<file path="src/rtl/reg_dump_pkg.sv">
// reg_dump_pkg: shared types and default sizes for the register dump reader.
// Provides the FSM state enum and the default WIDTH / NREGS constants.
package reg_dump_pkg;

    localparam int DEF_WIDTH = 32;
    localparam int DEF_NREGS = 32;

    typedef enum logic [1:0] {
        ST_IDLE = 2'd0,
        ST_READ = 2'd1,
        ST_SEND = 2'd2,
        ST_CSUM = 2'd3
    } dump_state_t;

endpackage

</file>
<file path="src/rtl/dump_idx_counter.sv">
// dump_idx_counter: register index walker for the dump reader.
// Ports: clk, rst (async, active high), i_clr, i_inc -> o_idx, o_last (idx==NREGS-1).
module dump_idx_counter #(
    parameter  int NREGS = 32,
    localparam int IDX_W = $clog2(NREGS)
) (
    input  logic             clk,
    input  logic             rst,
    input  logic             i_clr,
    input  logic             i_inc,
    output logic [IDX_W-1:0] o_idx,
    output logic             o_last
);

    logic [IDX_W-1:0] r_idx;
    logic             w_last;

    assign w_last = (r_idx == IDX_W'(NREGS - 1));

    // Increment saturates at the terminal index so a dump never wraps.
    always_ff @(posedge clk or posedge rst) begin
        if (rst) begin
            r_idx <= '0;
        end else if (i_clr) begin
            r_idx <= '0;
        end else if (i_inc && !w_last) begin
            r_idx <= r_idx + 1'b1;
        end
    end

    assign o_idx  = r_idx;
    assign o_last = w_last;

endmodule

</file>
<file path="src/rtl/reg_dump_reader.sv">
// reg_dump_reader: walks registers 0..NREGS-1 over one read port and streams
// each word out as {out_data, out_idx, out_last} on a valid/ready handshake.
// Ports: clk, rst, start, abort -> busy, done; rf_addr/rf_data read port;
// out_valid/out_ready/out_data/out_idx/out_last stream.
// Option: REG_DUMP_CHECKSUM_EN appends an XOR checksum word after the last register.
import reg_dump_pkg::*;

module reg_dump_reader #(
    parameter  int WIDTH = DEF_WIDTH,
    parameter  int NREGS = DEF_NREGS,
    localparam int IDX_W = $clog2(NREGS)
) (
    input  logic             clk,
    input  logic             rst,
    input  logic             start,
    input  logic             abort,
    output logic             busy,
    output logic             done,
    output logic [IDX_W-1:0] rf_addr,
    input  logic [WIDTH-1:0] rf_data,
    output logic             out_valid,
    input  logic             out_ready,
    output logic [WIDTH-1:0] out_data,
    output logic [IDX_W-1:0] out_idx,
    output logic             out_last
);

`ifdef REG_DUMP_CHECKSUM_EN
    localparam bit CSUM_EN = 1'b1;
    logic [WIDTH-1:0] r_acc;
`else
    localparam bit CSUM_EN = 1'b0;
`endif

    dump_state_t      r_state;
    logic [WIDTH-1:0] r_out_data;
    logic [IDX_W-1:0] r_out_idx;
    logic             r_out_valid;
    logic             r_out_last;
    logic             r_done;

    logic [IDX_W-1:0] w_idx;
    logic             w_last;
    logic             w_hs;
    logic             w_clr;
    logic             w_inc;

    assign w_hs  = r_out_valid & out_ready;
    assign w_clr = (r_state == ST_IDLE) & start & ~abort;
    assign w_inc = (r_state == ST_SEND) & w_hs & ~abort;

    dump_idx_counter #(
        .NREGS (NREGS)
    ) u_idx (
        .clk    (clk),
        .rst    (rst),
        .i_clr  (w_clr),
        .i_inc  (w_inc),
        .o_idx  (w_idx),
        .o_last (w_last)
    );

    always_ff @(posedge clk or posedge rst) begin
        if (rst) begin
            r_state     <= ST_IDLE;
            r_out_data  <= '0;
            r_out_idx   <= '0;
            r_out_valid <= 1'b0;
            r_out_last  <= 1'b0;
            r_done      <= 1'b0;
`ifdef REG_DUMP_CHECKSUM_EN
            r_acc       <= '0;
`endif
        end else begin
            r_done <= 1'b0;
            // Abort wins over a same-cycle handshake.
            if (abort && r_state != ST_IDLE) begin
                r_state     <= ST_IDLE;
                r_out_valid <= 1'b0;
                r_out_last  <= 1'b0;
            end else begin
                unique case (r_state)
                    ST_IDLE: begin
                        if (start && !abort) begin
                            r_state <= ST_READ;
`ifdef REG_DUMP_CHECKSUM_EN
                            r_acc   <= '0;
`endif
                        end
                    end
                    ST_READ: begin
                        r_out_data  <= rf_data;
                        r_out_idx   <= w_idx;
                        r_out_valid <= 1'b1;
                        r_out_last  <= w_last & ~CSUM_EN;
`ifdef REG_DUMP_CHECKSUM_EN
                        r_acc       <= r_acc ^ rf_data;
`endif
                        r_state     <= ST_SEND;
                    end
                    ST_SEND: begin
                        if (w_hs) begin
                            if (!w_last) begin
                                r_out_valid <= 1'b0;
                                r_state     <= ST_READ;
                            end else begin
`ifdef REG_DUMP_CHECKSUM_EN
                                // Valid stays high: checksum word follows directly.
                                r_out_data <= r_acc;
                                r_out_idx  <= '0;
                                r_out_last <= 1'b1;
                                r_state    <= ST_CSUM;
`else
                                r_out_valid <= 1'b0;
                                r_out_last  <= 1'b0;
                                r_done      <= 1'b1;
                                r_state     <= ST_IDLE;
`endif
                            end
                        end
                    end
`ifdef REG_DUMP_CHECKSUM_EN
                    ST_CSUM: begin
                        if (w_hs) begin
                            r_out_valid <= 1'b0;
                            r_out_last  <= 1'b0;
                            r_done      <= 1'b1;
                            r_state     <= ST_IDLE;
                        end
                    end
`endif
                    default: begin
                        r_state <= ST_IDLE;
                    end
                endcase
            end
        end
    end

    assign busy      = (r_state != ST_IDLE);
    assign done      = r_done;
    assign rf_addr   = w_idx;
    assign out_valid = r_out_valid;
    assign out_data  = r_out_data;
    assign out_idx   = r_out_idx;
    assign out_last  = r_out_last;

endmodule

</file>
<file path="config.mk">
export PLATFORM = sky130hd
export DESIGN_NAME = reg_dump_reader
export DESIGN_NICKNAME = d
export VERILOG_FILES = /design/src/rtl/reg_dump_pkg.sv /design/src/rtl/dump_idx_counter.sv /design/src/rtl/reg_dump_reader.sv
export SDC_FILE = /design/constraint.sdc
export NUM_CORES = 1
export LEC_CHECK = 0
export ABC_AREA = 1
export CORE_MARGIN = 2
export CORE_UTILIZATION = 37
export DETAILED_ROUTE_END_ITERATION = 10
export PLACE_DENSITY = 0.7
export SYNTH_ARGS = -nofsm -noshare
export SYNTH_HDL_FRONTEND = slang
export SYNTH_SLANG_ARGS = --single-unit
</file>
<file path="constraint.sdc">
create_clock -name clk -period 2.4 [get_ports clk]
set_input_delay 0.48 -clock clk [delete_from_list [all_inputs] [get_ports clk]]
set_output_delay 0.48 -clock clk [all_outputs]
set_load 0.02 [all_outputs]
</file>
## Word-level counts from Yosys, hierarchy flattened

Cells that the tools add are included.

- Bits in registers: 47
- Bits of input ports: 37
- Output and inout port bits: 46
- Logic and storage cells: 52

- $add $sub $neg: 1
- Equal/unequal tests: 6
- Multiplexer cells: 18
- Bitwise gates (word level): 7
- Reductions and logical operators: 13

Operator list:

| cell | number |
|---|---|
| two-way mux 1 bit | 10 |
| two-way mux 5 bit | 2 |
| two-way mux 2 bit | 3 |
| inequality test 3 x 1 -> 1 bit (second input constant) | 2 |
| case mux 2 bit (3 select lines) | 1 |
| AND reduction 2 bit | 3 |
| adder 5 x 1 -> 5 bit (second input constant) | 1 |
| bitwise AND 1 bit | 5 |
| == test 5 bit (second input constant) | 1 |
| case mux 1 bit (2 select lines) | 2 |
| nonzero test 2 bit | 2 |
| logical AND 1 bit | 3 |
| inequality test 3 x 2 -> 1 bit (second input constant) | 1 |
| AND reduction 3 bit | 1 |
| nonzero test 3 bit | 1 |
| == test 2 x 1 -> 1 bit (second input constant) | 1 |
| == test 2 bit (second input constant) | 1 |
| logical NOT 1 bit | 2 |
| logical NOT 2 bit | 1 |
| NOT 1 bit | 2 |

## Logic depth before layout (Yosys ltp)

Gate-level depths: netlist of run 1.

- Word-level depth: 6
- Mapped depth: 9
- Gate-level depth less buffers: 9

## Hierarchy

A second synthesis of run 1 with hierarchy kept.

- Cells, all modules: 228
- Area, all modules: 1,935.6 sq um

By module, submodules not included:

| module | times used | cells an instance | area an instance (sq um) | seq. area each (sq um) |
|---|---|---|---|---|
| reg_dump_reader | 1 | 192 | 1,656.6 | 1,051.0 |
| dump_idx_counter | 1 | 36 | 279.0 | 125.1 |

## Least setup slack after synthesis of run 1

OpenSTA, ideal clock, no wires.

- Path kind: reg-to-reg
- Start point: register u_idx.r_idx[0] (netlist: u_idx.o_idx[0])
- End point: register u_idx.r_idx[0] (netlist: u_idx.o_idx[0])
- Setup time: 0.133 ns
- Data arrival time: 1.501 ns
- Data required time: 2.267 ns
- Setup slack: 0.766 ns
- Stages on the path, launching flop included: 9
- Buffers on the path: 0
- Clock period less this slack: 1.634 ns
- Cells stage by stage: dfrtp_1 > ha_1 > nand2_1 > nor2_1 > ha_1 > nor2_1 > nand2_2 > nand3_1 > o21ai_1

- Cells in the longest elaborated chain, start to end: 4
- Elaborated cells on any way between the ends: 7
- Classes of those cells: 1 x add/sub; 1 x eq/ne; 2 x mux; 3 x reduce/logical

Ends and longest elaborated chain:

| what | RTL line | text |
|---|---|---|
| start, declared | dump_idx_counter.sv:15 | `logic [IDX_W-1:0] r_idx;` |
| start signal, assigned | dump_idx_counter.sv:27 | `r_idx <= r_idx + 1'b1;` |
| parallel branches: the longest is 4 deep, another holds adder 5 x 1 -> 5 bit | - |  |

Parallel ways; which one is timed is not known. The select of a mux whose other input is x is not followed.
A chain may end at the register's enable or synchronous reset.

## Worst setup path in the final report of run 1

- Start point: register r_state[0]
- End point: output busy

- Cells in the longest elaborated chain, start to end: 1

Ends and longest elaborated chain:

| what | RTL line | text |
|---|---|---|
| start, declared | reg_dump_reader.sv:35 | `dump_state_t r_state;` |
| start signal, assigned | reg_dump_reader.sv:65 | `r_state <= ST_IDLE;` |
| start signal, assigned | reg_dump_reader.sv:78 | `r_state <= ST_IDLE;` |
| start signal, assigned | reg_dump_reader.sv:85 | `r_state <= ST_READ;` |
| nonzero test 2 bit | reg_dump_reader.sv:140 | `assign busy = (r_state != ST_IDLE);` |
| end, declared | reg_dump_reader.sv:17 | `output logic busy,` |

Every way passes these cells.

==> flow_summary.ini, run 1 <==
[sta]
achievable-frequency_mhz = 498
finalSetupViolations = 0
grt_setup_unrepaired = false
slew_viol_final = 0
tns_ns = 0
post-route-min-period_ns = 2.01
final_cycle_share = 0.837
worst_pin_slew_ns = 0.518
slew_headroom = 0.654
skew_ns = 0.00444
finalHoldViolCount = 0

[final_layout]
drive_gt1_frac = 0.102
fin_util = 0.571
num-nets-final = 343
antenna_cells = 0
synthToLayoutAreaGrowth_pct = 46.2

[routing]
dr_total_vias = 1653
detail_route.vias_per_cell = 4.43
initialDrtViolationCount = 99
drt_drc_violations_left = 0
finalWirelength_um = 4290
route.detailed.wl_per_inst_um = 11.5
post_drt_antenna_nets = 0
drt-pass1-iter-count = 4

[global_route]
gr-usage-all-layers = 0.149
global_route_wire_length_before_repair_um = 7270
grt-busiest-layer = met2
grt_start_max_net_pins = 49
grt_overflow_total = 0
antenna_found_initial = 0
globalRouteMet3Util = 0.0448
grtUsageMet1 = 0.197
first_global_vias = 1567
global_route.usage.met2 = 0.241

[cts]
ctsHoldBuffers = 0
max-clock-path-buffers = 2
cts.clk_slew.worst_paths_ns = 0.08
tritoncts = done
cts_setup_buffers = 0
cts-root-buf = clkbuf_8
worst_skew_pair.late_latency_ns = 0.29
numClockSinks = 47
maximum_level_of_the_cts_h_tree = 2
cts_made_buffers = 5
post_cts_resized = 0

[worst_hold_path]
hp-class = flip-flop to flip-flop

[setup_path]
crit_path_start_kind = flip-flop
critPathKind = flip-flop to output pin
worst-path-max-fanout = 5
required_time_reported_for_the_critical_path_endpoint_ns = 1.92
end_kind = output pin
critPathArrivalTime_ns = 1.53

[placement]
io_buffer_count = 82
post-dp-hpwl_um = 3230
place.gp.congestion = 0.776

[power_and_ir_drop]
cell_internal_pwr_mw = 1.64
power_frac_seq = 0.440
total_switching_power_mw = 0.814
power_per_unit_of_standard_cell_area_mw_per_mm2 = 824
power_frac_clock = 0.176
power_mw = 2.45
vdd.ir_drop.worst_uv = 354
combinationalPowerShare = 0.384
switching_share = 0.332
cellLeakagePower_nw = 1.44

[yosys]
mappedNetlistNets = 258
synthesis.area_per_instance_um2 = 9.28
synth_cell_types = 21
synth_area_mm2 = 0.00203
synth_seq_cells = 47
yosysWarningCount = 0
netlist_instances = 219
synth_sequential_area_ratio = 0.579

[die]
die_h_um = 78.1
core_mm2 = 0.00520
chipWidth_um = 78.1
design.die.area_mm2 = 0.00610
row_count = 26
io_pins = 83
initial_utilization = 0.390

[run]
drv_cap = 0

[outcome]
status = complete, no violations
## registers in the layout, indices dropped and copies added (netlist names)
register / flops
out_data: 32
u_idx.o_idx: 5
out_last: 1
out_valid: 1
out_idx: 5
r_state: 2
done: 1
## path summary, 6_finish.rpt
check / from / end / slack [ns] / depth (start not counted)
worst max-delay path: r_state[0]$_DFFE_PP0P_ / busy / 0.39 / 3
worst min-delay path: out_data[31]$_DFFE_PP0P_ / out_data[31]$_DFFE_PP0P_ / 0.48 / 2
worst max register to register: u_idx.o_idx[0]$_DFFE_PP0P_ / u_idx.o_idx[4]$_DFFE_PP0P_ / 0.72 / 8
worst min register to register: out_data[31]$_DFFE_PP0P_ / out_data[31]$_DFFE_PP0P_ / 0.48 / 2
max in group asynchronous: rst / out_data[14]$_DFFE_PP0P_ / 1.29 / 3
min in group asynchronous: rst / out_idx[4]$_DFFE_PP0P_ / 0.54 / 2
## synthesized netlist by cell type
cell | n | area share
nand2_4 | 1 | 0.0055
o21ai_2 | 12 | 0.052
nand4_1 | 4 | 0.012
o21ai_1 | 22 | 0.054
nor3_1 | 1 | 0.0025
ha_1 | 2 | 0.012
nand3_1 | 8 | 0.020
nor2_4 | 1 | 0.0055
nand3_2 | 1 | 0.0049
dfrtp_1 | 47 | 0.58
inv_1 | 40 | 0.074
inv_2 | 3 | 0.0055
buf_2 | 2 | 0.0049
nor2_2 | 1 | 0.0031
buf_6 | 5 | 0.028
xor2_1 | 1 | 0.0043
clkbuf_2 | 1 | 0.0025
nor2_1 | 4 | 0.0074
o21ai_0 | 7 | 0.017
nand2_2 | 2 | 0.0062
nand2_1 | 54 | 0.10
## per-layer routing
layer | wire (um) | share of wire | up-vias
li1 | - | - | 848
met1 | 1960 | 0.46 | 747
met2 | 2000 | 0.47 | 54
met3 | 298 | 0.070 | 4
met4 | 30 | 0.0070 | 0
met5 | 0 | 0 | -
## critical path, cell delays in order (launching register included)
cell             delay (ns)
dfrtp_1                0.44
inv_2                  0.08
nand2_1                0.10
clkdlybuf4s50_1        0.61
## metrics by stage
stage / instance area, um2 / instances / hold slack, ns / worst slack [ns]
global placement: 2900 / 367 / 0.465 / 0.564
floorplan: 2030 / 219 / 0.577 / 0.766
finish: 2970 / 373 / 0.482 / 0.391
global route: 2970 / 373 / 0.514 / 0.318
detailed placement: 2900 / 367 / 0.471 / 0.473
CTS: 2970 / 373 / 0.489 / 0.382
## cell usage in the layout, fill, tap and decap left out, drive strengths merged
cell type	synthesis	routed
dfrtp	47	47
buf	7	4
nand2	57	57
nand4	4	4
nand3	9	9
nor2	6	6
xor2	1	1
clkbuf	1	6
nor3	1	1
inv	43	43
ha	2	2
clkdlybuf4s50	0	82
o21ai	41	41
## layout make-up
type                            instances  area [um2]
Multi-Input combinational cell        121         623
Clock buffer                            6        72.6
Tap cell                               70        87.6
Sequential cell                        47        1180
Fill cell                             485        2230
Timing Repair Buffer                   86         851
Inverter                               43         161
## cell families after synthesis
kind of cell,synth area share
adder cells (fa/ha/maj),0.0123
AO/OA/AOI/OAI,0.123
flip-flops,0.579
buffers and inverters,0.115
AND/OR/NAND/NOR,0.167
XOR/XNOR,0.00431
## power groups by stage
stage	Combinational (mW)	Sequential [mW]	Clock, mW
after floorplan	0.244	1.32	0
after global placement	0.935	1.09	0
after detailed placement	0.952	1.10	0
after CTS	0.954	1.08	0.452
after global routing	1.02	1.10	0.490
final	0.940	1.08	0.430
No activity file was read; power rests on OpenSTA's default activity.
==> run 2: changes to the inputs <==
- clock period: 2.4 -> 1.92 ns (I/O delays scaled with it)
==> flow_summary.ini, run 2 (synthesis results as in run 1) <==
[sta]
final_cycle_share = 0.938
tns_ns = 0
grt_setup_unrepaired = false
skew_ns = 0.00941
finalHoldViolCount = 0
post-route-min-period_ns = 1.80
achievable-frequency_mhz = 555
finalSetupViolations = 0
slew_headroom = 0.744
slew_viol_final = 0
worst_pin_slew_ns = 0.383

[routing]
dr_total_vias = 1651
initialDrtViolationCount = 62
drt_drc_violations_left = 0
post_drt_antenna_nets = 0
detail_route.vias_per_cell = 4.39
finalWirelength_um = 4320
drt-pass1-iter-count = 5
route.detailed.wl_per_inst_um = 11.5

[final_layout]
mostFrequentLayoutCells = clkdlybuf4s50_1, nand2_1, dfrtp_1
layout.cells.most_common = clkdlybuf4s50_1
num-nets-final = 344
antenna_cells = 0
largest_reg_flops = 32
drive_gt1_frac = 0.111
finalInstanceArea_mm2 = 0.00303
synthToLayoutAreaGrowth_pct = 49.1

[power_and_ir_drop]
power_per_unit_of_standard_cell_area_mw_per_mm2 = 1050
cellLeakagePower_nw = 1.48
vdd.ir_drop.worst_uv = 497

[placement]
io_buffer_count = 82
post-dp-hpwl_um = 3140
place.gp.congestion = 0.818
placed_cell_area_mm2 = 0.00293

[die]
core_mm2 = 0.00520
design.die.area_mm2 = 0.00610
io_pins = 83
die_h_um = 78.1
row_count = 26
chipWidth_um = 78.1
initial_utilization = 0.390

[worst_hold_path]
hp-class = input pin to asynchronous set/reset pin

[setup_path]
end_kind = output pin
critPathArrivalTime_ns = 1.42
crit_path_start_kind = flip-flop
path_buf_inv = 1
required_time_reported_for_the_critical_path_endpoint_ns = 1.54
critPathKind = flip-flop to output pin
worst-path-max-fanout = 7
worst_path_largest_cell_delay_ns = 0.65
crit_chain = clkdlybuf4s50_1
slowest_stage = clkdlybuf4s50_1
path_delay_family = buffers and inverters

[cts]
worst_skew_pair.late_latency_ns = 0.30
cts_made_buffers = 5
max-clock-path-buffers = 2
cts.clk_slew.worst_paths_ns = 0.09
tritoncts = done
cts-root-buf = clkbuf_8
maximum_level_of_the_cts_h_tree = 2
numClockSinks = 47

[global_route]
gr-usage-all-layers = 0.152
grt_start_max_net_pins = 49
first_global_vias = 1632
antenna_found_initial = 0
global_route_wire_length_before_repair_um = 7510
grt_overflow_total = 0

[run]
drv_cap = 0

[outcome]
status = complete, no violations
## run 2: worst paths after layout
path | start | to | slack [ns] | depth (start not counted)
worst max-delay path | u_idx.o_idx[2]$_DFFE_PP0P_ | rf_addr[2] | 0.12 | 1
worst min-delay path | rst | out_data[22]$_DFFE_PP0P_ | 0.39 | 2
worst max register to register | u_idx.o_idx[0]$_DFFE_PP0P_ | u_idx.o_idx[3]$_DFFE_PP0P_ | 0.32 | 9
worst min register to register | out_last$_DFFE_PP0P_ | out_last$_DFFE_PP0P_ | 0.48 | 2
max in group asynchronous | rst | out_data[8]$_DFFE_PP0P_ | 1.05 | 3
min in group clk | out_last$_DFFE_PP0P_ | out_last$_DFFE_PP0P_ | 0.48 | 2
## run 2: metrics by stage
stage	setup slack, ns	hold WS [ns]	instances	util	power, mW
detailed placement	0.240	0.468	368	0.563	2.57
floorplan	0.286	0.517	219	-	1.95
global route	0.0629	0.417	376	0.582	3.38
finish	0.119	0.391	376	0.582	3.17
CTS	0.109	0.401	376	0.582	3.22
global placement	0.291	0.463	368	0.563	2.54
## run 2: routing by layer
metal | routed length, um | vias to the layer above | GRT usage
met1 | 1930 | 739 | 0.194
met2 | 2080 | 56 | 0.258
met3 | 239 | 8 | 0.0310
met4 | 60 | 0 | 0.0526
li1 | - | 848 | -
met5 | 0 | - | 0
## run 2: layout make-up
cell class	instances	area, um2
repair buffers	87	882
inverters	43	161
well taps	70	87.6
fillers	480	2170
multi-input cells	121	623
flip-flops and latches	47	1180
clock buffers	8	100
## run 2: repair_timing
item	in CTS	in global routing
endpoints found under the setup margin	1	0
buffers inserted	0	0
hold buffers	0	0
resized for setup	1	0
## run 2: report_power, final
group	switching, mW	internal, mW	leakage (nW)
sequential	0.124	1.22	0.606
combinational	0.596	0.588	0.820
clock	0.317	0.329	0.0515
## run 2: worst reg2reg max path, cell delays in order (launching register included)
cell     delay, ns
dfrtp_1       0.45
ha_1          0.25
nand2_1       0.07
nor2_1        0.04
ha_1          0.21
nor2_1        0.17
nand2_2       0.13
nand2_4       0.10
nand2_1       0.05
nand2_1       0.05
==> run 3: changes to the inputs <==
- SLEW_MARGIN: unset -> 20
==> results of run 3 <==
Final layout, timing and power as in run 2 (identical DEF).
